==> src/rtl/reset_sequencer.sv <==
// Power-on / software reset sequencer: synchronizes async reset release, enables memories,
// then releases N_DOMAINS active-high resets one step apart; supports timed software reset.
module reset_sequencer #(
    parameter int unsigned SYNC_STAGES   = 2,
    parameter int unsigned N_DOMAINS     = 3,
    parameter int unsigned STEP_CYCLES   = 4,
    parameter int unsigned SW_RST_CYCLES = 8
) (
    input  logic                 clk_core,
    input  logic                 async_reset_n,
    input  logic                 sw_reset_req,
    input  logic                 stall,
    output logic [N_DOMAINS-1:0] rst_out,
    output logic                 mem_en,
    output logic                 imem_en,
    output logic                 seq_done,
    output logic [2:0]           state
);

    localparam int unsigned CNT_MAX = (STEP_CYCLES > SW_RST_CYCLES) ? STEP_CYCLES : SW_RST_CYCLES;
    localparam int unsigned CNT_W   = $clog2(CNT_MAX + 1);
    localparam int unsigned IDX_W   = $clog2(N_DOMAINS + 1);

    if (SYNC_STAGES < 2) begin : g_bad_sync
        $error("reset_sequencer: SYNC_STAGES must be >= 2");
    end
    if (N_DOMAINS < 1 || N_DOMAINS > 8) begin : g_bad_dom
        $error("reset_sequencer: N_DOMAINS must be in 1..8");
    end
    if (STEP_CYCLES < 1) begin : g_bad_step
        $error("reset_sequencer: STEP_CYCLES must be >= 1");
    end
    if (SW_RST_CYCLES < 1) begin : g_bad_sw
        $error("reset_sequencer: SW_RST_CYCLES must be >= 1");
    end

    typedef enum logic [2:0] {
        S_SYNC    = 3'd0,
        S_MEM_EN  = 3'd1,
        S_RELEASE = 3'd2,
        S_RUN     = 3'd3,
        S_SW_HOLD = 3'd4
    } state_t;

    state_t                 r_state;
    state_t                 w_state_nxt;
    logic [SYNC_STAGES-1:0] r_sync;
    logic [N_DOMAINS-1:0]   r_rst;
    logic [N_DOMAINS-1:0]   w_rst_nxt;
    logic [CNT_W-1:0]       r_cnt;
    logic [CNT_W-1:0]       w_cnt_nxt;
    logic [IDX_W-1:0]       r_idx;
    logic [IDX_W-1:0]       w_idx_nxt;
    logic                   w_sync_q;
    logic                   w_enter_rel;
    logic                   w_enter_hold;

    assign w_sync_q = r_sync[SYNC_STAGES-1];

    always_ff @(posedge clk_core or negedge async_reset_n) begin
        if (!async_reset_n) begin
            r_sync  <= '0;
            r_state <= S_SYNC;
            r_rst   <= '1;
            r_cnt   <= '0;
            r_idx   <= '0;
        end else begin
            r_sync  <= {r_sync[SYNC_STAGES-2:0], 1'b1};
            r_state <= w_state_nxt;
            r_rst   <= w_rst_nxt;
            r_cnt   <= w_cnt_nxt;
            r_idx   <= w_idx_nxt;
        end
    end

    always_comb begin
        w_state_nxt  = r_state;
        w_rst_nxt    = r_rst;
        w_cnt_nxt    = (r_cnt != '0) ? r_cnt - CNT_W'(1) : r_cnt;
        w_idx_nxt    = r_idx;
        w_enter_rel  = 1'b0;
        w_enter_hold = 1'b0;

        case (r_state)
            S_SYNC: begin
                if (w_sync_q) w_state_nxt = S_MEM_EN;
            end
            S_MEM_EN: begin
                w_enter_rel = 1'b1;
            end
            S_RELEASE: begin
                if (sw_reset_req) begin
                    w_enter_hold = 1'b1;
                end else if (r_cnt == CNT_W'(1)) begin
                    for (int unsigned i = 0; i < N_DOMAINS; i++) begin
                        if (IDX_W'(i) == r_idx) w_rst_nxt[i] = 1'b0;
                    end
                    if (r_idx == IDX_W'(N_DOMAINS - 1)) begin
                        w_state_nxt = S_RUN;
                    end else begin
                        w_idx_nxt = r_idx + IDX_W'(1);
                        w_cnt_nxt = CNT_W'(STEP_CYCLES);
                    end
                end
            end
            S_RUN: begin
                if (sw_reset_req) w_enter_hold = 1'b1;
            end
            S_SW_HOLD: begin
                if (sw_reset_req) w_cnt_nxt = CNT_W'(SW_RST_CYCLES);
                else if (r_cnt == CNT_W'(1)) w_enter_rel = 1'b1;
            end
            default: begin
                w_state_nxt = S_SYNC;
                w_rst_nxt   = '1;
                w_cnt_nxt   = '0;
                w_idx_nxt   = '0;
            end
        endcase

        // Shared entry into the release phase: bit 0 goes now, single domain finishes at once
        if (w_enter_rel) begin
            w_rst_nxt    = '1;
            w_rst_nxt[0] = 1'b0;
            if (N_DOMAINS == 1) begin
                w_state_nxt = S_RUN;
            end else begin
                w_state_nxt = S_RELEASE;
                w_cnt_nxt   = CNT_W'(STEP_CYCLES);
                w_idx_nxt   = IDX_W'(1);
            end
        end
        if (w_enter_hold) begin
            w_state_nxt = S_SW_HOLD;
            w_rst_nxt   = '1;
            w_cnt_nxt   = CNT_W'(SW_RST_CYCLES);
        end
    end

    assign rst_out  = r_rst;
    assign mem_en   = (r_state == S_MEM_EN) || (r_state == S_RELEASE) ||
                      (r_state == S_RUN) || (r_state == S_SW_HOLD);
    assign imem_en  = mem_en & ~stall;
    assign seq_done = (r_state == S_RUN);
    assign state    = r_state;

endmodule

==> config.mk <==
export PLATFORM = sky130hd
export DESIGN_NAME = reset_sequencer
export DESIGN_NICKNAME = d
export VERILOG_FILES = /design/src/rtl/reset_sequencer.sv
export SDC_FILE = /design/constraint.sdc
export NUM_CORES = 1
export LEC_CHECK = 0
export BUFFER_PORTS_ARGS = -buffer_cell sky130_fd_sc_hd__buf_2
export CORE_ASPECT_RATIO = 1.1
export CORE_UTILIZATION = 35
export DETAILED_ROUTE_END_ITERATION = 8
export PLACE_DENSITY = 0.57
export SETUP_SLACK_MARGIN = 0.2
export SLEW_MARGIN = 25
export SYNTH_ARGS = -nofsm -noshare
export SYNTH_HDL_FRONTEND = slang
export SYNTH_SLANG_ARGS = --single-unit
==> constraint.sdc <==
create_clock -name clk_core -period 2.5 [get_ports clk_core]
set_input_delay 0.5 -clock clk_core [delete_from_list [all_inputs] [get_ports clk_core]]
set_output_delay 0.5 -clock clk_core [all_outputs]
set_load 0.05 [all_outputs]
==> results.sh <==
export IMPL_finalCritPeriodShare_pct=84.5
export IMPL_wl_met1_um=874
export IMPL_cts_root_buffer="clkbuf_4"
export IMPL_setup_tns_ns=0
export IMPL_syn_area_um2=892
export IMPL_worstPathRequired_ns=2.00
export IMPL_path_cells="nor2_2 -> xnor2_4 -> nor2b_4 -> buf_2"
export IMPL_start_util_pct=38.5
export IMPL_dieWidth_um=50.1
export IMPL_min_path_type="in -> async"
export IMPL_rsz0062_at_grt="false"
export IMPL_synth_main_ff_cell="dfrtp_1"
export IMPL_numCtsBuffers=3
export IMPL_skew_ns=0.00320
export IMPL_hold_viol=0
export IMPL_grt_pass1_wl_um=3160
export IMPL_max_freq_mhz=473
export IMPL_ir_worst_vdd_mv=0.788
export IMPL_cts_tree="yes"
export IMPL_ctsResizeCount=0
export IMPL_p_leak_nw=0.454
export IMPL_antennaDiodeCount=0
export IMPL_wl_met2_um=870
export IMPL_cts_sinks=14
export IMPL_syn_avg_cell_area_um2=9.01
export IMPL_drtIter0Drc=30
export IMPL_pre_cts_slack_ns=0.324
export IMPL_antenna_found_initial=0
export IMPL_syn_num_nets=108
export IMPL_path_clk_slew_ns=0.08
export IMPL_drt_first_pass_iters=4
export IMPL_synthToLayoutAreaGrowth_pct=15.6
export IMPL_critical_path_arrival_ns=1.61
export IMPL_grt_ovfl_total=0
export IMPL_period_minus_slack_ns=2.11
export IMPL_max_slew_worst_pin_slew_ns=0.557
export IMPL_vias_per_cell=5.49
export IMPL_drtAntennaViolNets=0
export IMPL_met3_length_um=103
export IMPL_grt_pass1_vias=712
export IMPL_cts_htree_levels=1
export IMPL_postCtsSetupRepairBufs=0
export IMPL_place_inst=138
export IMPL_synth_cells=99
export IMPL_grt_use_total_pct=15.9
export IMPL_finalNonFillerCells=142
export IMPL_grt_max_degree=15
export IMPL_final_nets=122
export IMPL_clockBufferDepth=2
export IMPL_cts_hold_buf=0
export IMPL_hold_ws_ns=0.0894
export IMPL_setup_viol=0
export IMPL_rows=18
export IMPL_totalWireLength_um=1910
export IMPL_via_count=780
export IMPL_outcome="finished, final reports clean"
export IMPL_critPathKind="reg -> out"
export IMPL_place_congestion=0.832
export IMPL_drive_above_1_share_pct=24.1
export IMPL_yosysUniqueCellTypes=40
export IMPL_synthArstFlopShare_pct=100
export IMPL_rrSetupSlack_ns=0.41
export IMPL_fp_dieH_um=55.0
export IMPL_routedWlPerCell_um=13.5
export IMPL_drc=0
export IMPL_ys_warn_count=0
export IMPL_cp_start_kind="register"
export IMPL_synth_seq_cells=14
export IMPL_die_area_um2=2750
export IMPL_cpPeakStageDelay_ns=0.50
export IMPL_p_total_mw=1.43
export IMPL_coreArea_um2=2320
export IMPL_critPathCaptureType="output port"
export IMPL_slew_violations=0
export IMPL_synth_edf_count=0
export IMPL_dr_max_layer_used="met4"
export IMPL_power_density_nw_per_um2=1390
export IMPL_place_port_buffers=12
export IMPL_cpMaxStageDelayCell="dfrtp_1"
export IMPL_ys_seq_area_share_pct=39.7
export IMPL_drv_cap=0
export IMPL_ios=13
export IMPL_hpwl_um=1480
export IMPL_clk_latency_ns=0.28
export IMPL_max_slew_margin_rel_pct=62.4
export IMPL_crit_path_max_fanout=10
export IMPL_fin_ws_ns=0.387
==> synth_stat cells, types with 2 or more instances <==
cell	n	area, µm²
dfrtp_1	11	275
nand2_1	11	41.3
inv_1	10	37.5
nor2_1	9	33.8
a21oi_1	6	30.0
ha_1	5	62.6
o21ai_0	4	20.0
buf_2	3	15.0
dfstp_2	3	78.8
a21o_1	2	15.0
nand2b_1	2	12.5
nor3_1	2	10.0
o22ai_1	2	12.5
or3_1	2	12.5
xnor2_1	2	17.5
==> final cells by class <==
type | instances | area (µm²)
fillers | 230 | 1290
multi-input cells | 70 | 499
flip-flops and latches | 14 | 355
repair buffers | 14 | 75.1
inverters | 10 | 37.5
well taps | 30 | 37.5
clock buffers | 4 | 26.3
==> worst paths after layout <==
kind                          startpoint    endpoint  cells past startpoint
max                             state[0]     imem_en                      4
min                        async_reset_n    r_idx[1]                      1
max reg2reg                     r_cnt[1]    r_idx[1]                      6
min reg2reg                    r_sync[0]   r_sync[1]                      0
max in group asynchronous  async_reset_n  rst_out[0]                      1
min in group clk_core          r_sync[0]   r_sync[1]                      0
==> metrics by stage <==
stage / util, % / instance area, µm²
global route: 44.4 / 1030
finish: 44.4 / 1030
floorplan: - / 922
global placement: 43.3 / 1000
CTS: 44.4 / 1030
detailed placement: 43.3 / 1000
==> routing by layer <==
layer | vias to the layer above | global-route usage, %
met3 | 6 | 2.46
li1 | 373 | -
met5 | - | 0
met1 | 366 | 20.6
met2 | 35 | 24.7
met4 | 0 | 10.5
==> flip-flops by register name (all words and copies together) (netlist names) <==
name     count
r_cnt        4
rst_out      3
state        3
r_idx        2
r_sync       2
==> power by group <==
part | internal, mW | switching, mW
registers | 0.317 | 0.114
logic | 0.321 | 0.542
clock network | 0.0620 | 0.0728
==> worst max-delay path, delay by kind of cell, from the launching register on <==
kind                      cells  cell delay (ns)
buffers and inverters         1             0.25
xor gates and xnor gates      1             0.14
DFF                           1             0.50
and+or+nand+nor               2             0.43
==> cell families after synthesis <==
| family | count (synthesis) | share of synthesized area (%) |
|---|---|---|
| AOI/OAI and AO/OA | 25 | 19.6 |
| xor gates and xnor gates | 2 | 1.96 |
| adders and majority gates | 5 | 7.01 |
| buffers and inverters | 15 | 7.57 |
| DFF | 14 | 39.7 |
| muxes | 1 | 1.12 |
| other | 1 | 0.420 |
| and+or+nand+nor | 36 | 22.6 |
==> placed cells by master (no fill, tap or decap), types with 2 or more instances in the layout <==
master    netlist  layout
a21o_1          2       2
a21oi_1         6       6
buf_2           3      12
buf_4           0       2
clkbuf_4        0       3
dfrtp_1        11      10
dfstp_2         3       3
ha_1            5       5
inv_1          10      10
nand2_1        11      11
nand2b_1        2       2
nor2_1          9       8
nor3_1          2       2
o21ai_0         4       4
o22ai_1         2       2
or3_1           2       2
Power figures use the tool's default switching activity.
